File: src/rtl/alu_instr_sequencer_if.sv
// Instruction handshake between an instruction source and alu_instr_sequencer.
interface alu_instr_sequencer_if;
   localparam int unsigned INSTR_W = 12;

   logic               in_valid;
   logic [INSTR_W-1:0] in_instr;
   logic               in_ready;

   modport master (output in_valid, output in_instr, input in_ready);
   modport slave  (input in_valid, input in_instr, output in_ready);
endinterface

File: src/rtl/alu_instr_sequencer.sv
// Multi-cycle instruction sequencer driving the 4-bit register-file/ALU datapath
// controls; captures ALU carry-out and counts retired instructions.
module alu_instr_sequencer (
   input  logic                 clk,
   input  logic                 reset,
   alu_instr_sequencer_if.slave in_if,
   output logic [1:0]           dp_rd1,
   output logic [1:0]           dp_rd2,
   output logic [1:0]           dp_wr,
   output logic [2:0]           dp_oper,
   output logic [3:0]           dp_data,
   output logic                 dp_src_alu,
   output logic                 dp_wstrobe,
   input  logic                 dp_carry,
   output logic                 carry_flag,
   output logic                 done,
   output logic                 halted,
   output logic [7:0]           instr_count
);
   localparam int unsigned KIND_W  = 2;
   localparam int unsigned COUNT_W = 8;

   localparam logic [KIND_W-1:0] K_NOP   = 2'b00;
   localparam logic [KIND_W-1:0] K_LOADI = 2'b01;
   localparam logic [KIND_W-1:0] K_ALU   = 2'b10;

   typedef enum logic [2:0] {
      S_IDLE, S_DECODE, S_READ, S_EXEC, S_WB, S_HALT
   } state_t;

   state_t            state;
   logic [KIND_W-1:0] kind_q;
   logic              ready_q;

   assign in_if.in_ready = ready_q;

   // Datapath controls load on the handshake edge and hold until the next one;
   // only the kind field needs to live on for sequencing.
   always_ff @(posedge clk or posedge reset) begin
      if (reset) begin
         state       <= S_IDLE;
         kind_q      <= '0;
         ready_q     <= 1'b1;
         dp_rd1      <= '0;
         dp_rd2      <= '0;
         dp_wr       <= '0;
         dp_oper     <= '0;
         dp_data     <= '0;
         dp_src_alu  <= 1'b0;
         dp_wstrobe  <= 1'b0;
         carry_flag  <= 1'b0;
         done        <= 1'b0;
         halted      <= 1'b0;
         instr_count <= '0;
      end else begin
         done       <= 1'b0;
         dp_wstrobe <= 1'b0;
         unique case (state)
            S_IDLE: begin
               if (in_if.in_valid) begin
                  kind_q     <= in_if.in_instr[11:10];
                  dp_oper    <= in_if.in_instr[9:7];
                  dp_wr      <= in_if.in_instr[6:5];
                  dp_rd1     <= in_if.in_instr[4:3];
                  dp_rd2     <= in_if.in_instr[2:1];
                  dp_data    <= in_if.in_instr[3:0];
                  dp_src_alu <= (in_if.in_instr[11:10] == K_ALU);
                  ready_q    <= 1'b0;
                  state      <= S_DECODE;
               end
            end
            S_DECODE: begin
               unique case (kind_q)
                  K_NOP: begin
                     done        <= 1'b1;
                     instr_count <= instr_count + COUNT_W'(1);
                     ready_q     <= 1'b1;
                     state       <= S_IDLE;
                  end
                  K_LOADI: begin
                     dp_wstrobe <= 1'b1;
                     state      <= S_WB;
                  end
                  K_ALU: begin
                     state <= S_READ;
                  end
                  default: begin
                     done        <= 1'b1;
                     instr_count <= instr_count + COUNT_W'(1);
                     halted      <= 1'b1;
                     state       <= S_HALT;
                  end
               endcase
            end
            S_READ: begin
               state <= S_EXEC;
            end
            S_EXEC: begin
               dp_wstrobe <= 1'b1;
               state      <= S_WB;
            end
            // Strobe is high during this state; carry is sampled as it closes.
            S_WB: begin
               if (kind_q == K_ALU) carry_flag <= dp_carry;
               done        <= 1'b1;
               instr_count <= instr_count + COUNT_W'(1);
               ready_q     <= 1'b1;
               state       <= S_IDLE;
            end
            S_HALT: begin
               state <= S_HALT;
            end
            default: begin
               state <= S_IDLE;
            end
         endcase
      end
   end
endmodule
File: src/flat_wrapper.sv
// flat-port wrapper written by rule: the top's interface ports become plain ports
module alu_instr_sequencer_flat 
  (clk, reset, dp_rd1, dp_rd2, dp_wr, dp_oper, dp_data, dp_src_alu, dp_wstrobe, dp_carry, carry_flag, done, halted, instr_count, in_if_in_valid, in_if_in_instr, in_if_in_ready);
  alu_instr_sequencer_if in_if_i ();
  input  logic clk;
  input  logic reset;
  output logic [1:0] dp_rd1;
  output logic [1:0] dp_rd2;
  output logic [1:0] dp_wr;
  output logic [2:0] dp_oper;
  output logic [3:0] dp_data;
  output logic dp_src_alu;
  output logic dp_wstrobe;
  input  logic dp_carry;
  output logic carry_flag;
  output logic done;
  output logic halted;
  output logic [7:0] instr_count;
  input wire logic [$bits(in_if_i.in_valid)-1:0] in_if_in_valid;
  input wire logic [$bits(in_if_i.in_instr)-1:0] in_if_in_instr;
  output wire logic [$bits(in_if_i.in_ready)-1:0] in_if_in_ready;
  assign in_if_i.in_valid = in_if_in_valid;
  assign in_if_i.in_instr = in_if_in_instr;
  assign in_if_in_ready = in_if_i.in_ready;
  alu_instr_sequencer u_core (.clk(clk), .reset(reset), .in_if(in_if_i), .dp_rd1(dp_rd1), .dp_rd2(dp_rd2), .dp_wr(dp_wr), .dp_oper(dp_oper), .dp_data(dp_data), .dp_src_alu(dp_src_alu), .dp_wstrobe(dp_wstrobe), .dp_carry(dp_carry), .carry_flag(carry_flag), .done(done), .halted(halted), .instr_count(instr_count));
endmodule
File: config.mk
export PLATFORM = sky130hd
export DESIGN_NAME = alu_instr_sequencer_flat
export DESIGN_NICKNAME = d
export VERILOG_FILES = /design/src/rtl/alu_instr_sequencer_if.sv /design/src/rtl/alu_instr_sequencer.sv /design/src/flat_wrapper.sv
export SDC_FILE = /design/constraint.sdc
export NUM_CORES = 1
export LEC_CHECK = 0
export ABC_AREA = 1
export CAP_MARGIN = 40
export CORE_MARGIN = 2
export CORE_UTILIZATION = 40
export DETAILED_ROUTE_END_ITERATION = 10
export PLACE_DENSITY = 0.7
export RECOVER_POWER = 50
export SYNTH_ARGS = -nofsm -noshare
export SYNTH_HDL_FRONTEND = slang
export SYNTH_SLANG_ARGS = --single-unit
File: constraint.sdc
create_clock -name clk -period 1.33 [get_ports clk]
set_input_delay 0.3325 -clock clk [delete_from_list [all_inputs] [get_ports clk]]
set_output_delay 0.3325 -clock clk [all_outputs]
set_load 0.05 [all_outputs]
==> results of run 1 <==
[power groups by stage]
stage | combinational, mW | sequential [mW] | clock (mW)
3_3_place_gp | 3.79 | 1.77 | 0
4_1_cts | 3.96 | 1.77 | 0.762
3_5_place_dp | 3.88 | 1.78 | 0
2_1_floorplan | 1.15 | 2.56 | 0
6_report | 4.06 | 1.80 | 0.754
5_1_grt | 4.33 | 1.86 | 0.806
[metrics by stage]
| step | total power [mW] | utilization, % | setup TNS (ps) |
|---|---|---|---|
| after floorplan | 3.70 | - | 0 |
| after detailed placement | 5.66 | 65.4 | -513 |
| after global placement | 5.55 | 65.4 | -83.0 |
| after CTS | 6.49 | 68.4 | -42.5 |
| after global routing | 6.99 | 69.7 | -215 |
| final | 6.61 | 69.7 | -34.9 |
[final timing paths]
path / startpoint / to / slack [ps] / cells after the start
hold / removal: u_core.in_if.in_ready / u_core.in_if.in_ready / 500 / 2
setup / recovery: u_core.in_if.in_ready / in_if_in_ready / -30 / 1
max in group asynchronous: reset / u_core.dp_data[1] / 200 / 3
min in group asynchronous: reset / u_core.instr_count[7] / 630 / 3
setup reg to reg: u_core.state[1] / u_core.instr_count[4] / 50 / 7
hold reg to reg: u_core.in_if.in_ready / u_core.in_if.in_ready / 500 / 2
[cell type report]
| class | count | area (µm²) | area share [%] |
|---|---|---|---|
| repair buffers | 53 | 776 | 33.6 |
| flip-flops and latches | 29 | 741 | 32.1 |
| multi-input cells | 116 | 582 | 25.2 |
| inverters | 18 | 67.6 | 2.93 |
| well taps | 46 | 57.6 | 2.49 |
| clock buffers | 7 | 55.1 | 2.38 |
| clock inverters | 1 | 30.0 | 1.30 |
[state kept, by name, summed over array words and instances (netlist names), 2 cells and up]
register,cells
u_core.instr_count,8
u_core.dp_data,3
u_core.dp_oper,3
u_core.state,3
u_core.dp_rd1,2
u_core.dp_wr,2
u_core.kind_q,2
[cell usage in the layout (no fill, tap or decap)]
master / netlist / routed
sky130_fd_sc_hd__nand2_1: 76 / 75
sky130_fd_sc_hd__buf_12: 0 / 28
sky130_fd_sc_hd__dfrtp_1: 28 / 17
sky130_fd_sc_hd__clkdlybuf4s50_1: 0 / 14
sky130_fd_sc_hd__inv_1: 14 / 13
sky130_fd_sc_hd__dfrtp_2: 0 / 11
sky130_fd_sc_hd__o21ai_0: 8 / 8
sky130_fd_sc_hd__nand3_1: 8 / 8
sky130_fd_sc_hd__buf_4: 4 / 7
sky130_fd_sc_hd__ha_1: 6 / 6
sky130_fd_sc_hd__inv_2: 4 / 5
sky130_fd_sc_hd__nor2_1: 6 / 5
sky130_fd_sc_hd__clkbuf_4: 0 / 5
sky130_fd_sc_hd__clkbuf_1: 0 / 3
sky130_fd_sc_hd__nand2_2: 1 / 2
sky130_fd_sc_hd__a21oi_1: 2 / 2
sky130_fd_sc_hd__xnor2_1: 2 / 2
sky130_fd_sc_hd__nor2_2: 1 / 1
sky130_fd_sc_hd__nor2_4: 0 / 1
sky130_fd_sc_hd__a22o_1: 1 / 1
sky130_fd_sc_hd__nor3_4: 0 / 1
sky130_fd_sc_hd__nand2_4: 0 / 1
sky130_fd_sc_hd__a21oi_4: 0 / 1
sky130_fd_sc_hd__xor2_1: 1 / 1
sky130_fd_sc_hd__a21o_1: 1 / 1
sky130_fd_sc_hd__bufinv_16: 0 / 1
sky130_fd_sc_hd__clkbuf_8: 0 / 1
sky130_fd_sc_hd__dlygate4sd3_1: 0 / 1
sky130_fd_sc_hd__clkbuf_2: 0 / 1
sky130_fd_sc_hd__dfstp_2: 1 / 1
[cells by family after synthesis]
kind of cell	after synthesis	share of synthesized area, %
fa+ha+maj	6	5.45
compound gates	13	5.46
xor+xnor	3	1.91
buf+inv	23	7.45
simple gates	93	26.9
flops	29	52.8
[what timing repair did]
| item | in CTS | in global routing |
|---|---|---|
| pin swaps | 0 | 3 |
| buffers inserted | 0 | 5 |
| cloned | 0 | 1 |
| gates resized for setup | 3 | 12 |
| setup endpoints to repair | 6 | 30 |
[metal layers]
layer,global-route usage [%],vias to the layer above
li1,-,625
met1,19.5,597
met2,34.0,39
met3,7.03,8
met4,5.83,0
met5,0,-
==> insert_results.sql, run 1 <==
INSERT INTO impl_metrics (metric_group, metric, value, unit) VALUES
('status', 'failed_checks', 'negative setup slack', ''),
('floorplanning', 'horizontal_die_dimension', '62.7', 'µm'),
('critical_path', 'worstPathRequired', '1000', 'ps'),
('place', 'numPlacedInstances', '256', ''),
('route', 'detailed_route_wire_length_on_metal_1', '1260', 'µm'),
('synth', 'syn_avg_cell_area', '8.24', 'µm²'),
('synth', 'synth-seq-cells', '29', ''),
('synth', 'netlist_top_cells_count', 'sky130_fd_sc_hd__nand2_1 (76), sky130_fd_sc_hd__dfrtp_1 (28), sky130_fd_sc_hd__inv_1 (14)', ''),
('critical_path', 'cpPeakStageDelay', '570', 'ps'),
('critical_path', 'critPathCaptureType', 'output pin', ''),
('floorplanning', 'chipHeight', '62.7', 'µm'),
('timing', 'fmaxAchievable', '733', 'MHz'),
('timing', 'final_worst_setup_slack', '-34.9', 'ps'),
('synth', 'synth.distinct_cells', '20', ''),
('floorplanning', 'floorplan.die_area', '0.00393', 'mm²'),
('timing', 'setup_viol_count_final', '1', ''),
('synth', 'synth_top_cell_by_area', 'sky130_fd_sc_hd__dfrtp_1', ''),
('route', 'drt_wl_total', '3410', 'µm'),
('route', 'viasPerCell', '4.70', ''),
('critical_path', 'critical_path_fanout_max', '2', ''),
('timing', 'final.period_utilization', '103', '%'),
('final_layout', 'final_nets', '245', ''),
('synth', 'syn-num-nets', '189', ''),
('synth', 'synthesis.yosys.warnings', '0', ''),
('pwr', 'static_leak', '1.13', 'nW'),
('floorplanning', 'rows', '21', ''),
('final_layout', 'layout-drive-gt1-share', '29.9', '%'),
('pwr', 'power.share.clock', '11.4', '%'),
('place', 'dpl_wire_length', '2520', 'µm'),
('timing', 'worst-slew-pin-transition', '699', 'ps'),
('critical_path', 'critical_path.top_delay_family', 'flip-flops', ''),
('grt', 'grt_start_max_net_pins', '30', ''),
('synth', 'yosys-top-cells-area', 'sky130_fd_sc_hd__dfrtp_1 (51%), sky130_fd_sc_hd__nand2_1 (21%), sky130_fd_sc_hd__ha_1 (5.5%)', ''),
('synth', 'ys.flop_type', 'sky130_fd_sc_hd__dfrtp_1', ''),
('final_layout', 'final_cells', '270', ''),
('synth', 'syn_area', '0.00138', 'mm²'),
('route', 'drt-initial-drc-count', '46', ''),
('critical_path', 'criticalPathCategory', 'flop to output pin', ''),
('pwr', 'comb_power_share', '61.4', '%'),
('pwr', 'p_sw', '3.05', 'mW'),
('clock_network', 'cts_h_tree_depth', '2', ''),
('grt', 'globalRouteTotalUtil', '18.5', '%'),
('timing', 'maxSlewHeadroom', '53.4', '%'),
('grt', 'grt_pass1_wl', '5720', 'µm'),
('synth', 'syn_inst', '167', ''),
('critical_path', 'setup.worst_path.start_class', 'flop', ''),
('synth', 'ys_seq_area_share', '52.8', '%'),
('clock_network', 'cts_buffers', '5', ''),
('route', 'drcViolationCount', '0', ''),
('timing', 'final.hold.worst_slack', '499', 'ps'),
('critical_path', 'worst_ep_arrival_time', '1030', 'ps'),
('critical_path', 'critical_path_buf_inv_count', '1', ''),
('final_layout', 'layout_overhead_on_the_synthesized_area', '67.7', '%'),
('route', 'dr_total_vias', '1269', ''),
('grt', 'grt.overflow.total', '0', ''),
('floorplanning', 'coreArea', '0.00331', 'mm²'),
('timing', 'report.final.hold_viol_count', '0', ''),
('timing', 'final_slew_viol_count', '0', ''),
('route', 'first_pass_iters', '4', ''),
('route', 'route.top_layer_used', 'met4', ''),
('clock_network', 'clkSinkCount', '29', ''),
('synth', 'synth-edff-count', '0', ''),
('final_layout', 'final_cell_area', '0.00231', 'mm²'),
('clock_network', 'clk_root_buffer_cell', 'sky130_fd_sc_hd__clkbuf_4', ''),
('min_path', 'min_path_type', 'flop to flop', ''),
('status', 'run_status', 'finished with violations', ''),
('synth', 'yosysTopAreaCellShare', '50.9', '%'),
('route', 'ant_nets', '0', ''),
('final_layout', 'insertedDiodeCount', '0', ''),
('place', 'pre_cts_setup_slack', '-74.0', 'ps'),
('clock_network', 'cts_hold_repair.buffers', '0', '');
Power figures use the tool's default switching activity.
==> run 2, diff against run 1 <==
Settings changed: HOLD_SLACK_MARGIN set to 0.03.
==> results of run 2 <==
The final DEF is identical to that of run 1; final timing and power are the same.
==> run 3, diff against run 2 <==
Settings changed: CORE_UTILIZATION 40 to 46, PLACE_DENSITY 0.7 to 0.79.
==> insert_results.sql, run 3 (synthesis gave the netlist of run 1 again) <==
INSERT INTO impl_metrics (metric_group, metric, value, unit) VALUES
('critical_path', 'criticalPathCategory', 'flop to output pin', ''),
('status', 'failed_checks', 'design-rule violations, negative setup slack', ''),
('floorplanning', 'coreArea', '0.00281', 'mm²'),
('route', 'first_pass_iters', '7', ''),
('floorplanning', 'start_util', '49.1', '%'),
('route', 'viasPerCell', '5.04', ''),
('timing', 'final_worst_setup_slack', '-32.4', 'ps'),
('place', 'placement.io_buffers', '42', ''),
('clock_network', 'clkLatencyLatePin', '330', 'ps'),
('route', 'dr_wl_cell', '13.6', 'µm'),
('critical_path', 'cpPeakStageDelay', '560', 'ps'),
('clock_network', 'cts_tree', 'yes', ''),
('pwr', 'static_leak', '1.11', 'nW'),
('critical_path', 'worst_r2r_startpoint', 'u_core.state[1]', ''),
('critical_path', 'worst_r2r_endpoint', 'u_core.instr_count[4]', ''),
('critical_path', 'critical_path.top_delay_family', 'flip-flops', ''),
('pwr', 'power.ir.vdd_worst', '0.00175', 'V'),
('grt', 'globalRouteTotalUtil', '22.1', '%'),
('route', 'dr_total_vias', '1284', ''),
('timing', 'final.period_utilization', '102', '%'),
('timing', 'layout_min_cycle_time', '1360', 'ps'),
('timing', 'fmaxAchievable', '734', 'MHz'),
('grt', 'first_global_vias', '1352', ''),
('route', 'drt_wl_total', '3470', 'µm'),
('timing', 'setup_viol_count_final', '1', ''),
('timing', 'rsz0062_at_grt', 'yes', ''),
('final_layout', 'largest_register', 'u_core.instr_count', ''),
('floorplanning', 'num_io_pins', '43', ''),
('floorplanning', 'horizontal_die_dimension', '58.7', 'µm'),
('grt', 'grt_antenna_before_repair', '0', ''),
('grt', 'grt.overflow.total', '0', ''),
('final_layout', 'layout.cells.most_common_list', 'sky130_fd_sc_hd__nand2_1 (76), sky130_fd_sc_hd__buf_12 (26), sky130_fd_sc_hd__dfrtp_1 (16)', ''),
('route', 'drt-initial-drc-count', '29', ''),
('grt', 'grt_start_max_net_pins', '19', ''),
('critical_path', 'rrSetupSlack', '10', 'ps'),
('place', 'dpl_wire_length', '2510', 'µm'),
('route', 'ant_nets', '0', ''),
('clock_network', 'cts_h_tree_depth', '2', ''),
('route', 'drcViolationCount', '3', ''),
('final_layout', 'final_nets', '245', ''),
('timing', 'final_slew_viol_count', '0', ''),
('timing', 'final.hold.worst_slack', '307', 'ps'),
('critical_path', 'critical_path_buf_inv_count', '1', ''),
('status', 'run_status', 'finished with violations', ''),
('critical_path', 'worstPathRequired', '1000', 'ps'),
('clock_network', 'clkSinkCount', '29', ''),
('timing', 'maxSlewHeadroom', '66.3', '%'),
('critical_path', 'worst_ep_arrival_time', '1030', 'ps'),
('final_layout', 'final_common_cell', 'sky130_fd_sc_hd__nand2_1', ''),
('clock_network', 'clockBufferDepth', '2', ''),
('final_layout', 'layout_overhead_on_the_synthesized_area', '63.9', '%'),
('critical_path', 'critical_path_fanout_max', '2', ''),
('final_layout', 'layout-drive-gt1-share', '30.4', '%'),
('critical_path', 'critPathCaptureType', 'output pin', ''),
('timing', 'report.final.hold_viol_count', '0', ''),
('timing', 'fin_tns_setup', '-32.4', 'ps'),
('flow_run', 'max_cap_viol_count', '0', ''),
('critical_path', 'crit_path_top_delay_cell', 'sky130_fd_sc_hd__dfstp_2', ''),
('min_path', 'min_path_type', 'primary input to asynchronous set/reset pin', ''),
('floorplanning', 'chipHeight', '58.7', 'µm'),
('clock_network', 'clk_root_buffer_cell', 'sky130_fd_sc_hd__clkbuf_4', ''),
('final_layout', 'insertedDiodeCount', '0', ''),
('floorplanning', 'floorplan.die_area', '0.00345', 'mm²'),
('timing', 'worst-slew-pin-transition', '505', 'ps'),
('grt', 'grt_pass1_wl', '5570', 'µm'),
('clock_network', 'clkSlewWorstSetupHoldPaths', '80', 'ps'),
('critical_path', 'setup.worst_path.start_class', 'flop', ''),
('clock_network', 'cts_buffers', '5', ''),
('floorplanning', 'rows', '19', ''),
('critical_path', 'r2r_cells', '7', ''),
('critical_path', 'path_cells', 'buf_12', ''),
('final_layout', 'largest_reg_flops', '8', ''),
('timing', 'final.setup_skew', '4.26', 'ps'),
('place', 'gp_congestion', '0.808', ''),
('pwr', 'cellPowerDensity', '2850', 'mW/mm²');
==> run 3: power breakdown <==
group	leakage [nW]	internal (mW)	switching [mW]	total (mW)
combinational	0.729	1.83	2.24	4.07
sequential	0.349	1.29	0.521	1.81
clock	0.0326	0.260	0.289	0.549
total	1.11	3.38	3.05	6.43
==> run 3: what timing repair did <==
| item | 4_1_cts | 5_1_grt |
|---|---|---|
| hold buffers | 0 | 0 |
| setup endpoints to repair | 5 | 30 |
| pin swaps | 0 | 4 |
| buffers inserted | 0 | 5 |
| resized for setup | 3 | 14 |
==> run 3: worst max-delay path by stage <==
stage | start | endpoint | slack [ps] | depth (start not counted)
finish | u_core.in_if.in_ready | in_if_in_ready | -30 | 1
global route | u_core.in_if.in_ready | in_if_in_ready | -60 | 1
CTS | u_core.in_if.in_ready | in_if_in_ready | -50 | 1
detailed placement | in_if_in_valid | u_core.dp_src_alu | -170 | 5
global placement | in_if_in_valid | u_core.dp_src_alu | -40 | 5
floorplan | u_core.instr_count[4] | u_core.instr_count[7] | 20 | 7
==> run 3: per-layer routing <==
| layer | vias to the layer above | GRT usage (%) | share of wire (%) |
|---|---|---|---|
| li1 | 622 | - | - |
| met1 | 591 | 24.8 | 38 |
| met2 | 59 | 36.6 | 51 |
| met3 | 12 | 7.47 | 7.9 |
| met4 | 0 | 12.7 | 2.6 |
| met5 | - | 0 | 0 |
==> run 3: area by class of cell <==
type                       instances  area, µm²
sequential                        29        742
timing repair buffer              54        758
tap                               31       38.8
inverter                          18       67.6
fill                             181        549
multi-input combinational        115        591
clock buffer                       8       58.8
==> run 3: through the flow <==
stage | util [%] | power (mW) | instances | cell area, µm² | setup slack [ps]
global placement | 76.8 | 5.53 | 242 | 2150 | -35.8
finish | 80.4 | 6.43 | 255 | 2260 | -32.4
detailed placement | 76.8 | 5.66 | 242 | 2150 | -170
global route | 80.4 | 6.75 | 255 | 2260 | -64.6
CTS | 79.4 | 6.29 | 250 | 2230 | -45.5
floorplan | - | 3.70 | 167 | 1380 | 17.3
